$ cat src/rtl/ej32_div.sv
// rtl/ej32_div.sv - signed restoring divider (idiv/irem) with divide-by-zero flag
module ej32_div #(
  parameter int DSZ = 32
) (
  input  logic           clk,
  input  logic           rst,
  input  logic           start,
  input  logic [DSZ-1:0] x,
  input  logic [DSZ-1:0] y,
  output logic           bsy,
  output logic           done,
  output logic [DSZ-1:0] q,
  output logic [DSZ-1:0] r,
  output logic           dz
);

  localparam int CW = (DSZ > 1) ? $clog2(DSZ) : 1;

  typedef enum logic [1:0] {IDLE, CALC, FIX} state_t;

  state_t         state_q, state_d;
  logic [CW-1:0]  cnt_q, cnt_d;
  logic [DSZ-1:0] rem_q, rem_d;
  logic [DSZ-1:0] quo_q, quo_d;
  logic [DSZ-1:0] dvs_q, dvs_d;
  logic           negq_q, negq_d;
  logic           negr_q, negr_d;
  logic           zdiv_q, zdiv_d;
  logic [DSZ-1:0] qo_q, qo_d;
  logic [DSZ-1:0] ro_q, ro_d;
  logic           dz_q, dz_d;
  logic           done_q, done_d;

  logic [DSZ:0]   rem_sh;
  logic [DSZ:0]   trial;

  always_comb begin
    state_d = state_q;
    cnt_d   = cnt_q;
    rem_d   = rem_q;
    quo_d   = quo_q;
    dvs_d   = dvs_q;
    negq_d  = negq_q;
    negr_d  = negr_q;
    zdiv_d  = zdiv_q;
    qo_d    = qo_q;
    ro_d    = ro_q;
    dz_d    = dz_q;
    done_d  = 1'b0;
    // quo_q doubles as the dividend shift register: its MSB feeds the remainder
    rem_sh  = {rem_q, quo_q[DSZ-1]};
    trial   = rem_sh - {1'b0, dvs_q};

    case (state_q)
      IDLE: begin
        if (start) begin
          negr_d = x[DSZ-1];
          negq_d = x[DSZ-1] ^ y[DSZ-1];
          rem_d  = '0;
          if (y == '0) begin
            quo_d   = x;
            zdiv_d  = 1'b1;
            state_d = FIX;
          end else begin
            quo_d   = x[DSZ-1] ? -x : x;
            dvs_d   = y[DSZ-1] ? -y : y;
            zdiv_d  = 1'b0;
            cnt_d   = CW'(DSZ - 1);
            state_d = CALC;
          end
        end
      end
      CALC: begin
        if (!trial[DSZ]) begin
          rem_d = trial[DSZ-1:0];
          quo_d = {quo_q[DSZ-2:0], 1'b1};
        end else begin
          rem_d = rem_sh[DSZ-1:0];
          quo_d = {quo_q[DSZ-2:0], 1'b0};
        end
        if (cnt_q == '0) begin
          state_d = FIX;
        end else begin
          cnt_d = cnt_q - 1'b1;
        end
      end
      FIX: begin
        if (zdiv_q) begin
          qo_d = '1;
          ro_d = quo_q;
          dz_d = 1'b1;
        end else begin
          qo_d = negq_q ? -quo_q : quo_q;
          ro_d = negr_q ? -rem_q : rem_q;
          dz_d = 1'b0;
        end
        done_d  = 1'b1;
        state_d = IDLE;
      end
      default: state_d = IDLE;
    endcase
  end

  always_ff @(posedge clk) begin
    if (!rst) begin
      state_q <= IDLE;
      cnt_q   <= '0;
      rem_q   <= '0;
      quo_q   <= '0;
      dvs_q   <= '0;
      negq_q  <= 1'b0;
      negr_q  <= 1'b0;
      zdiv_q  <= 1'b0;
      qo_q    <= '0;
      ro_q    <= '0;
      dz_q    <= 1'b0;
      done_q  <= 1'b0;
    end else begin
      state_q <= state_d;
      cnt_q   <= cnt_d;
      rem_q   <= rem_d;
      quo_q   <= quo_d;
      dvs_q   <= dvs_d;
      negq_q  <= negq_d;
      negr_q  <= negr_d;
      zdiv_q  <= zdiv_d;
      qo_q    <= qo_d;
      ro_q    <= ro_d;
      dz_q    <= dz_d;
      done_q  <= done_d;
    end
  end

  assign bsy  = (state_q != IDLE);
  assign done = done_q;
  assign q    = qo_q;
  assign r    = ro_q;
  assign dz   = dz_q;

endmodule

$ cat config.mk
export PLATFORM = sky130hd
export DESIGN_NAME = ej32_div
export DESIGN_NICKNAME = d
export VERILOG_FILES = /design/src/rtl/ej32_div.sv
export SDC_FILE = /design/constraint.sdc
export NUM_CORES = 1
export LEC_CHECK = 0
export BUFFER_PORTS_ARGS = -buffer_cell sky130_fd_sc_hd__buf_2
export CORE_UTILIZATION = 64
export CTS_CLUSTER_DIAMETER = 150
export CTS_CLUSTER_SIZE = 24
export DETAILED_ROUTE_END_ITERATION = 10
export PLACE_DENSITY = 0.84
export SYNTH_ARGS = -nofsm -noshare
export SYNTH_HDL_FRONTEND = slang
export SYNTH_SLANG_ARGS = --single-unit
export TNS_END_PERCENT = 5
$ cat constraint.sdc
create_clock -name clk -period 9.8 [get_ports clk]
set_clock_uncertainty 0.15 [all_clocks]
set_input_delay 0.49 -clock clk [delete_from_list [all_inputs] [get_ports clk]]
set_output_delay 0.49 -clock clk [all_outputs]
set_load 0.01 [all_outputs]
* Yosys cells after proc, flatten, opt, wreduce, memory -nomap -nowiden
Cells that the tools add are included.
** Word-level totals
- Register bits after elaboration :: 172
- Latch bits :: 0
- Bits in writable memories :: 0
- Bits in read-only memories :: 0
- Bits of input ports :: 67
- Logic and storage cells :: 60
- Memories kept :: 0
** Operators by class
- Add/sub/neg operators :: 6
- $mul :: 0
- Divide/modulo/power cells :: 0
- $lt $le $gt $ge :: 0
- Equal/unequal tests :: 6
- Shift operators :: 0
- Mux-type cells :: 24
- Bitwise operators :: 2
- Reduce and logical (&&, ||, !) cells :: 10
** Operators with widths (number)
- $mux W32 :: 10
- $neg A32 Y32 :: 4
- $pmux W32 S2 :: 2
- $sub A33 B32 Y33 :: 1
- $logic_not A32 Y1 :: 1
- $mux W5 :: 3
- $pmux W5 S2 :: 1
- $ne A2 B2 Y1 const B :: 4
- $mux W2 :: 3
- $reduce_and A2 Y1 :: 3
- $logic_not A5 Y1 :: 1
- $sub A5 B1 Y5 const B :: 1
- $mux W1 :: 4
- $pmux W2 S2 :: 1
- $reduce_and A4 Y1 :: 1
- $reduce_bool A2 Y1 :: 2
- $reduce_and A3 Y1 :: 1
- $eq A2 B1 Y1 const B :: 1
- $eq A2 B2 Y1 const B :: 1
- $logic_not A2 Y1 :: 1
- $not A1 Y1 :: 1
- $xor A1 B1 Y1 :: 1

* Depth between registers and ports, before layout
Gate-level depths: netlist of run 1.
- Depth after elaboration :: 5
- Gate-level depth with buffers :: 14
- Gate-level depth less buffers :: 13

* Least setup slack after synthesis of run 1
No wires, ideal clock.
- Kind :: register -> register
- From :: register quo_q[31]
- To :: register rem_q[10]
- Library setup time :: 128 ps
- Data arrival time :: 3557 ps
- Data required time :: 9522 ps
- Setup slack :: 5965 ps
- Stages on the path, launching flop included :: 15
- Path buffers :: 1
- Clock period less this slack :: 3835 ps
- Cells stage by stage :: dfxtp_1 inv_1 ha_1 fa_1 nor2b_1 o21ai_0 o21ai_0 a31o_2 a31oi_1 a21oi_1 a31oi_1 xnor2_1 buf_2 mux2i_1 o21ai_0
** On the way
- Longest elaborated chain between the ends :: 3
** RTL lines
- start, declared :: RTL line 24 : logic [DSZ-1:0] quo_q, quo_d;
- start signal, assigned :: RTL line 122 : quo_q <= quo_d;
- $sub A33 B32 Y33 :: RTL line 52 : trial = rem_sh - {1'b0, dvs_q};
- $mux W32 :: RTL line 74 : if (!trial[DSZ]) begin
- $pmux W32 S2 :: RTL line 54 : case (state_q)
- end signal, assigned :: RTL line 121 : rem_q <= rem_d;
- end, declared :: RTL line 23 : logic [DSZ-1:0] rem_q, rem_d;
No other way between the ends.
A chain may end at the register's enable or synchronous reset.

* Worst setup path in the final report of run 1
- From :: register quo_q[31]
- To :: register rem_q[17]
The elaborated chain is that of the path after synthesis.

==> flow_summary.toml, run 1 <==
[routing]
route.detailed.drc = 0
routed_wl_um = 27890
avgRoutedWirePerCell_um = 16.51
drt_iter0_drc = 933
vias_per_cell = 6.179
drtAntennaViolNets = 0
first_pass_iters = 5
num_vias = 10440

[min_path]
hp-class = "in2reg"
holdPathStages = 3

[clock_tree]
cts_buffers = 17
cts_htree_levels = 4
cts_hold_buf = 0
path_clk_slew_ns = 0.07
clkSinkCount = 172
clock_latency_ns = 0.43
cts_repair_resize_count = 0
cts_tree = "yes"
ctsRootBufferMaster = "clkbuf_16"
post-cts-setup-buffers = 0
cts_buffer_depth = 2

[critical_path]
critPathKind = "reg2reg"
crit_path_top_delay_cell = "buf_4"
start_kind = "register"
arrival_ns = 4.18
crit_path_end_kind = "register"
critPathMaxStageDelay_ns = 0.48
required_ns = 9.94
cp_max_fo = 36
cpMostUsedCell = "o21ai_0"
crit_chain = "inv_1 > ha_1 > fa_1 > nor2b_1 > o21ai_0 > o21ai_0 > a31o_2 > a31oi_1 > a21oi_1 > a31oi_1 > xnor2_2 > buf_4 > mux2i_1 > o21ai_0"
reg2reg_depth = 14

[timing]
max_slew_margin = 0.1975
max_freq_mhz = 247.4
period_needed_ns = 4.043
hold_violations = 0
rsz0062_at_grt = "no"
finalCritPeriodShare = 0.4125
fin_tns_setup_ns = 0
setup_viol = 0
tightest_slew_ns = 1.204
drv_slew = 0

[logic_synthesis]
yosys-top-cells-area = "dfxtp_1 (31%), xor2_1 (8.6%), nand2_1 (7.6%), o21ai_0 (6.4%), ha_1 (4.3%)"
synth_edf_count = 0
ys_seq_area_frac = 0.3135
syn_nets = 1497
synth_common_cells = "nand2_1 (223), dfxtp_1 (172), o21ai_0 (140)"
syn_area_um2 = 10980
yosysMostFrequentCell = "nand2_1"
ys_seq_elements = 172
yosysTopAreaCell = "dfxtp_1"
synth_cell_types = 64
synthFlopType = "dfxtp_1"
synthArstFlopShare = 0
ys_warn_count = 0
synth_cells = 1391
synth_top_area_share = 0.3135
syn_avg_cell_area_um2 = 7.896

[final_layout]
num_antenna_cells = 0
syn_to_final_growth_pct = 11.57
drive_gt1_frac = 0.1361
finalInstanceArea_um2 = 12250
fin_nets = 1563

[grt]
grt_max_degree = 92
grt_antenna_before_repair = 0
gr-total-overflow = 0
first_global_vias = 9338
grt_usage = 0.3152
grt_pass1_wl_um = 45480

[power_and_ir_drop]
max-vdd-ir-drop_v = 0.0001275
p_leak_nw = 5.278
powerDensity_nw_per_um2 = 156.8

[floorplan]
fp.dieW_um = 133
row_count = 47
ios = 134
start_util = 0.6600
die_area_um2 = 17690
die_h_um = 133
core-area_um2 = 16640

[placement]
post-dp-hpwl_um = 19560
port_buffers = 133
gp_congestion = 0.9152
dpl-instance-area_um2 = 11660

[run]
maxCapViolations = 0

[status]
outcome = "finished, final reports clean"
-- worst max-delay path: cells and delay by family, from the launching register on --
| kind | cells | cell delay [ns] |
|---|---|---|
| XOR/XNOR | 1 | 0.17 |
| AND/OR/NAND/NOR | 1 | 0.13 |
| flip-flops | 1 | 0.35 |
| buffers and inverters | 2 | 0.58 |
| multiplexers | 1 | 0.26 |
| AO/OA/AOI/OAI | 7 | 1.58 |
| adder cells (fa/ha/maj) | 2 | 0.65 |
-- power by group --
group / switching [mW] / internal [mW] / leakage, nW
sequential: 0.0633 / 0.749 / 1.41
clock: 0.293 / 0.391 / 0.287
combinational: 0.249 / 0.175 / 3.59
total: 0.606 / 1.32 / 5.28
-- logic make-up after synthesis --
logic type	Yosys count	synth area share
compound gates	439	0.2653
xor+xnor	149	0.1188
fa+ha+maj	39	0.04511
buf+inv	150	0.05263
flops	172	0.3135
mux	36	0.03281
simple gates	406	0.1718
-- routing by layer --
metal,global-route usage,part of all wire
met1,0.4148,0.43
met2,0.5116,0.47
met3,0.05364,0.076
met4,0.1271,0.025
met5,0,0
-- area by class of cell --
class / instances / area [µm²]
Clock buffer: 20 / 456.7
Clock inverter: 12 / 137.6
Fill cell: 1273 / 4388
Inverter: 52 / 195.2
Multi-Input combinational cell: 1069 / 6987
Sequential cell: 172 / 3445
Tap cell: 220 / 275.3
Timing Repair Buffer: 145 / 758.2
-- metrics by stage --
step,hold slack (ns),worst slack (ns),util,total power [mW],instances
3_3_place_gp,0.3014,6.003,0.7006,1.226,1658
4_1_cts,0.2183,5.788,0.7363,1.915,1690
3_5_place_dp,0.3059,5.813,0.7006,1.238,1658
2_1_floorplan,0.3222,5.965,-,1.123,1391
5_1_grt,0.2328,5.523,0.7363,2.002,1690
6_report,0.2283,5.757,0.7363,1.921,1690
-- registers in the layout (all words and copies together), names as in the netlist --
signal / count
dvs_q: 32
q: 32
quo_q: 32
r: 32
rem_q: 32
cnt_q: 5
state_q: 2
done: 1
dz: 1
negq_q: 1
negr_q: 1
zdiv_q: 1
-- placed cells by master, fill, tap and decap left out, types with 8 or more instances in the layout --
cell       instances
nand2_1          223
dfxtp_1          171
o21ai_0          140
buf_2            132
xor2_1           108
a21oi_1           91
inv_1             52
nor2_1            42
xnor2_1           40
ha_1              38
mux2i_1           36
a21boi_0          36
o211a_1           32
o31ai_1           31
o221ai_1          23
nor3_1            22
nand3_1           18
o41ai_1           18
clkbuf_16         17
or4_1             15
nor2b_1           15
buf_4             13
and2_1            10
a21o_1            10
nand2b_1           9
or3_1              8
nor4_1             8
and3_1             8
-- worst paths after layout --
check | slack, ns | from | to
setup reg to reg | 5.76 | quo_q[31] | rem_q[17]
hold / removal | 0.23 | x[25] | quo_q[25]
hold reg to reg | 0.31 | r[30] | r[30]
setup / recovery | 5.76 | quo_q[31] | rem_q[17]
(Power assumes the default switching activity.)
==> run 2: changes to the inputs <==
--- a/config.mk
+++ b/config.mk
@@ -6,11 +6,11 @@
 export NUM_CORES = 1
 export LEC_CHECK = 0
 export BUFFER_PORTS_ARGS = -buffer_cell sky130_fd_sc_hd__buf_2
-export CORE_UTILIZATION = 64
+export CORE_UTILIZATION = 54
 export CTS_CLUSTER_DIAMETER = 150
 export CTS_CLUSTER_SIZE = 24
 export DETAILED_ROUTE_END_ITERATION = 10
-export PLACE_DENSITY = 0.84
+export PLACE_DENSITY = 0.75
 export SYNTH_ARGS = -nofsm -noshare
 export SYNTH_HDL_FRONTEND = slang
 export SYNTH_SLANG_ARGS = --single-unit
==> constraint.sdc (replaced) <==
create_clock -name clk -period 3.35 [get_ports clk]
set_clock_uncertainty 0.15 [all_clocks]
set_input_delay 0.1675 -clock clk [delete_from_list [all_inputs] [get_ports clk]]
set_output_delay 0.1675 -clock clk [all_outputs]
set_load 0.01 [all_outputs]
==> run 2 against run 1 <==
The run now ends with negative hold slack, negative setup slack left. Sequential power rose to 2.9 times the previous value. Final cell count grew 9.7%. First-iteration DRC count down 14%. Register-to-register slack lost 6.0 ns. Worst hold slack got worse by 0.23 ns. Count of clock-buffer cells in the layout shrank 3. Critical path depth shrank 4. Highest routed layer unchanged.
==> flow_summary.toml, run 2 (same netlist as run 1, synthesis figures left out) <==
[timing]
setup_viol = 4
finalWorstSetupSlack_ns = -0.2785
max_slew_margin = 0.3267
rsz0062_at_grt = "yes"
finalCritPeriodShare = 1.083
hold_violations = 1
max_freq_mhz = 275.6
hold_ws_ns = -0.002519
period_needed_ns = 3.628
tightest_slew_ns = 1.009
drv_slew = 0

[routing]
drtAntennaViolNets = 0
vias_per_cell = 5.795
avgRoutedWirePerCell_um = 16.26
routed_wl_um = 30140
first_pass_iters = 6
num_vias = 10740
route.detailed.drc = 0
drt_iter0_drc = 805

[power_and_ir_drop]
power_frac_seq = 0.411
powerDensity_nw_per_um2 = 426.3
p_leak_nw = 5.858
max-vdd-ir-drop_v = 0.0002809
p_sw_frac = 0.3146
p_comb_frac = 0.249
clkPwrFrac = 0.341
internal_power_mw = 3.924
p_sw_mw = 1.801

[critical_path]
start_kind = "register"
reg2reg_depth = 10
reg2reg_slack_ns = -0.28
r2r-start = "quo_q[6]"
critPathCapture = "q[30]"
crit_path_end_kind = "register"
r2r_end = "q[30]"
critPathLaunch = "quo_q[6]"
arrival_ns = 3.79
required_ns = 3.51
critPathKind = "reg2reg"
cp_max_fo = 3

[floorplan]
core-area_um2 = 19720
row_count = 51
die_h_um = 144.6
ios = 134
fp.dieW_um = 144.6
die_area_um2 = 20910
start_util = 0.5570

[min_path]
hp-class = "in2reg"

[grt]
grt_antenna_before_repair = 0
grt_max_degree = 65
grt_usage = 0.2864
grt_pass1_wl_um = 47560
gr-total-overflow = 0
first_global_vias = 10040

[placement]
place_inst = 1774
port_buffers = 133
post-dp-hpwl_um = 21330
gp_congestion = 0.9054
dp_worst_setup_slack_ns = -0.2295

[final_layout]
final_cell_mix = "nand2_1 (223), dfxtp_1 (170), o21ai_0 (137)"
final_core_util = 0.6811
mostFrequentLayoutCell = "nand2_1"
fin_nets = 1683
drive_gt1_frac = 0.1806
num_antenna_cells = 0
finalNonFillerCells = 1854
syn_to_final_growth_pct = 22.28

[clock_tree]
cts_htree_levels = 4
cts_tree = "yes"
path_clk_slew_ns = 0.07
clkSinkCount = 172
ctsRootBufferMaster = "clkbuf_16"
clock_latency_ns = 0.43
cts_buffers = 17
cts_buffer_depth = 2

[status]
outcome = "finished with violations"
violations = "negative hold slack, negative setup slack"

[run]
maxCapViolations = 0
-- run 2: changes by cell type in the layout (fill, tap and decap cells not counted), moves of 3 or more --
cell	delta
clkinv_4	-4
dlygate4sd3_1	+49
a21oi_1	-3
buf_12	+3
a21oi_2	+3
buf_4	+68
o21ai_0	-3
-- run 2: metal layers --
layer  global-route usage  wire (µm)  vias to the layer above
li1                     -          -                     5311
met1               0.3676      13640                     5021
met2               0.4972      14450                      371
met3              0.03974       1656                       41
met4              0.08089        390                        0
met5                    0          0                        -
-- run 2: layout make-up --
type | instances | area (µm²)
multi-input combinational | 1069 | 7068
fill | 1563 | 6287
tap | 265 | 331.6
clock inverter | 14 | 145.1
timing repair buffer | 265 | 1819
inverter | 52 | 195.2
clock buffer | 17 | 425.4
sequential | 172 | 3446
-- run 2: repair_timing --
item,4_1_cts,5_1_grt
setup endpoints to repair,5,55
hold buffers,49,0
resized for setup,1,20
hold endpoints to repair,51,0
pin swaps,0,2
setup buffers,0,0
-- run 2: how the worst min path moves through the flow --
stage	from	end	slack (ns)	cells after the start
after global placement	r[1]	r[1]	0.30	2
after global routing	x[13]	quo_q[13]	0.009	3
final	x[13]	quo_q[13]	-0.003	3
after detailed placement	r[10]	r[10]	0.31	2
after floorplan	y[0]	dvs_q[0]	0.19	2
after CTS	x[13]	quo_q[13]	0.003	3
-- run 2: worst max-delay path, stage by stage, from the launching register on --
cell     delay, ns
dfxtp_2       0.32
or4_4         0.53
or4_4         0.44
or3_4         0.35
or4_4         0.44
or4_4         0.51
or2_4         0.27
o21ai_2       0.15
xnor2_1       0.07
nor3_1        0.19
nor2_1        0.10
-- run 2: power by group through the flow --
stage          Clock (mW)  Combinational [mW]  Sequential (mW)
6_report             1.95                1.42             2.35
5_1_grt              2.06                1.56             2.37
4_1_cts              1.96                1.40             2.34
3_5_place_dp            0                1.34             2.39
3_3_place_gp            0                1.32             2.38
2_1_floorplan           0               0.936             2.35
-- run 2: through the flow --
stage	power [mW]	area [µm²]	setup TNS, ns
after floorplan	3.285	11000	-6.261
after global placement	3.701	12300	-0.3289
after detailed placement	3.730	12300	-0.5844
after CTS	5.702	13360	-0.6089
after global routing	5.988	13430	-4.206
final	5.725	13430	-0.6829
==> run 3: changes to the inputs <==
--- a/config.mk
+++ b/config.mk
@@ -6,6 +6,7 @@
 export NUM_CORES = 1
 export LEC_CHECK = 0
 export BUFFER_PORTS_ARGS = -buffer_cell sky130_fd_sc_hd__buf_2
+export CORE_ASPECT_RATIO = 0.6
 export CORE_UTILIZATION = 54
 export CTS_CLUSTER_DIAMETER = 150
 export CTS_CLUSTER_SIZE = 24
==> run 3 against run 2 <==
The flow finishes with violations (negative setup slack). Flip-flop and latch count did not move. Global-route usage rose by 2.5 points. Worst setup slack worse by 0.021 ns. Via count is 4.1% higher. Final cell count up 0.97%. Register-to-register slack lost 0.02 ns. Total power up 2.4%. Sequential power barely moved. Non-clock buffer count rose by 17.
==> flow_summary.toml, run 3 (same netlist as run 1, synthesis figures left out) <==
[grt]
grt_pass1_wl_um = 51720
gr-total-overflow = 0
met3_usage = 0.06262
grt-busiest-layer = "met1"
grt_max_degree = 62
met2_usage = 0.4433
grt_antenna_before_repair = 0
grt_usage = 0.3116
first_global_vias = 9984
grt_util_met1 = 0.4745

[final_layout]
mostFrequentLayoutCell = "nand2_1"
n_fill_cell = 1561
final_cell_mix = "nand2_1 (223), dfxtp_1 (170), o21ai_0 (136)"
num_antenna_cells = 0
syn_to_final_growth_pct = 24.42
drive_gt1_frac = 0.1924
fin_nets = 1700
finalNonFillerCells = 1872
final_core_util = 0.7019

[timing]
drv_slew = 0
finalWorstSetupSlack_ns = -0.2996
hold_violations = 0
max_freq_mhz = 274.0
finalCritPeriodShare = 1.089
setup_viol = 8
tightest_slew_ns = 1.126
max_slew_margin = 0.2483
rsz0062_at_grt = "yes"
period_needed_ns = 3.650

[routing]
routed_wl_um = 32980
drtAntennaViolNets = 0
drt_iter0_drc = 1268
route.detailed.drc = 0
avgRoutedWirePerCell_um = 17.62
vias_per_cell = 5.974
num_vias = 11180
first_pass_iters = 5

[clock_tree]
cts_buffer_depth = 2
clock_latency_ns = 0.44
cts_tree = "yes"
ctsRootBufferMaster = "clkbuf_16"
cts_buffers = 17
clkSinkCount = 172
path_clk_slew_ns = 0.07
cts_htree_levels = 4

[run]
maxCapViolations = 0

[critical_path]
crit_chain = "or4_4 > or4_4 > or3_4 > or4_4 > or4_4 > or2_4 > o31ai_4 > xnor2_1 > nor3_2 > nor2_1"
critPathMaxStageDelay_ns = 0.53
cp_max_fo = 4
crit_path_end_kind = "register"
crit_path_top_delay_cell = "or4_4"
start_kind = "register"
critPathKind = "reg2reg"
cpMostUsedCell = "or4_4"
arrival_ns = 3.83
required_ns = 3.53

[min_path]
hp-class = "in2reg"

[power_and_ir_drop]
max-vdd-ir-drop_v = 0.0003777
p_leak_nw = 5.951
powerDensity_nw_per_um2 = 428.8

[placement]
place_inst = 1784
port_buffers = 133
gp_congestion = 0.9319
dp_worst_setup_slack_ns = -0.2617
post-dp-hpwl_um = 23230

[floorplan]
fp.dieW_um = 186.1
die_area_um2 = 20930
die_h_um = 112.5
row_count = 39
start_util = 0.5641
ios = 134
core-area_um2 = 19470

[status]
outcome = "finished with violations"
violations = "negative setup slack"
[run 3: cell types whose count changed in the layout (fill, tap and decap cells not counted), moves of 3 or more]
cell           before  now
clkinv_4            0    3
clkbuf_1            0    3
dlygate4sd3_1      49   53
inv_6               4    0
buf_4              81   93
[run 3: where the power goes]
part / switching [mW] / total [mW] / internal, mW
Combinational: 0.844 / 1.50 / 0.656
Sequential: 0.159 / 2.35 / 2.19
Clock: 0.841 / 2.01 / 1.17
[run 3: area by class of cell]
| class | count | area (µm²) | area share |
|---|---|---|---|
| repair buffers | 282 | 1974 | 0.1445 |
| flip-flops and latches | 172 | 3446 | 0.2522 |
| well taps | 266 | 332.8 | 0.02435 |
| clock buffers | 20 | 436.7 | 0.03195 |
| multi-input cells | 1069 | 7134 | 0.5221 |
| clock inverters | 11 | 146.4 | 0.01071 |
| inverters | 52 | 195.2 | 0.01428 |
[run 3: worst paths after layout]
kind,from,slack (ns),cells after the start,endpoint
min,y[5],0.03,4,dvs_q[5]
max reg2reg,quo_q[6],-0.30,10,q[28]
max,quo_q[6],-0.30,10,q[28]
min reg2reg,r[14],0.31,2,r[14]
[run 3: stage by stage]
step | instance area, µm² | power (mW) | hold slack, ns | setup TNS (ns)
2_1_floorplan | 11000 | 3.285 | 0.1871 | -6.261
3_3_place_gp | 12360 | 3.741 | 0.2985 | -0.6419
3_5_place_dp | 12360 | 3.767 | 0.3047 | -1.426
4_1_cts | 13480 | 5.806 | 0.0007274 | -2.315
5_1_grt | 13670 | 6.124 | 0.04221 | -2.104
6_report | 13670 | 5.860 | 0.02874 | -0.9589
[run 3: worst max-delay path, delay by kind of cell (launching register included)]
kind / cells / cell delay [ns]
AOI/OAI and AO/OA: 1 / 0.17
xor gates and xnor gates: 1 / 0.11
DFF: 1 / 0.32
and+or+nand+nor: 8 / 2.80
[run 3: what timing repair did]
item | in CTS | in global routing
hold endpoints to repair | 55 | 0
hold buffers | 53 | 0
setup buffers | 0 | 3
cloned | 0 | 1
pin swaps | 0 | 6
setup endpoints to repair | 38 | 71
resized for setup | 1 | 34
[run 3: layer usage]
layer | wire [µm] | share of wire
met5 | 0 | 0
met2 | 13630 | 0.41
met1 | 15950 | 0.48
met3 | 3031 | 0.092
met4 | 367 | 0.011
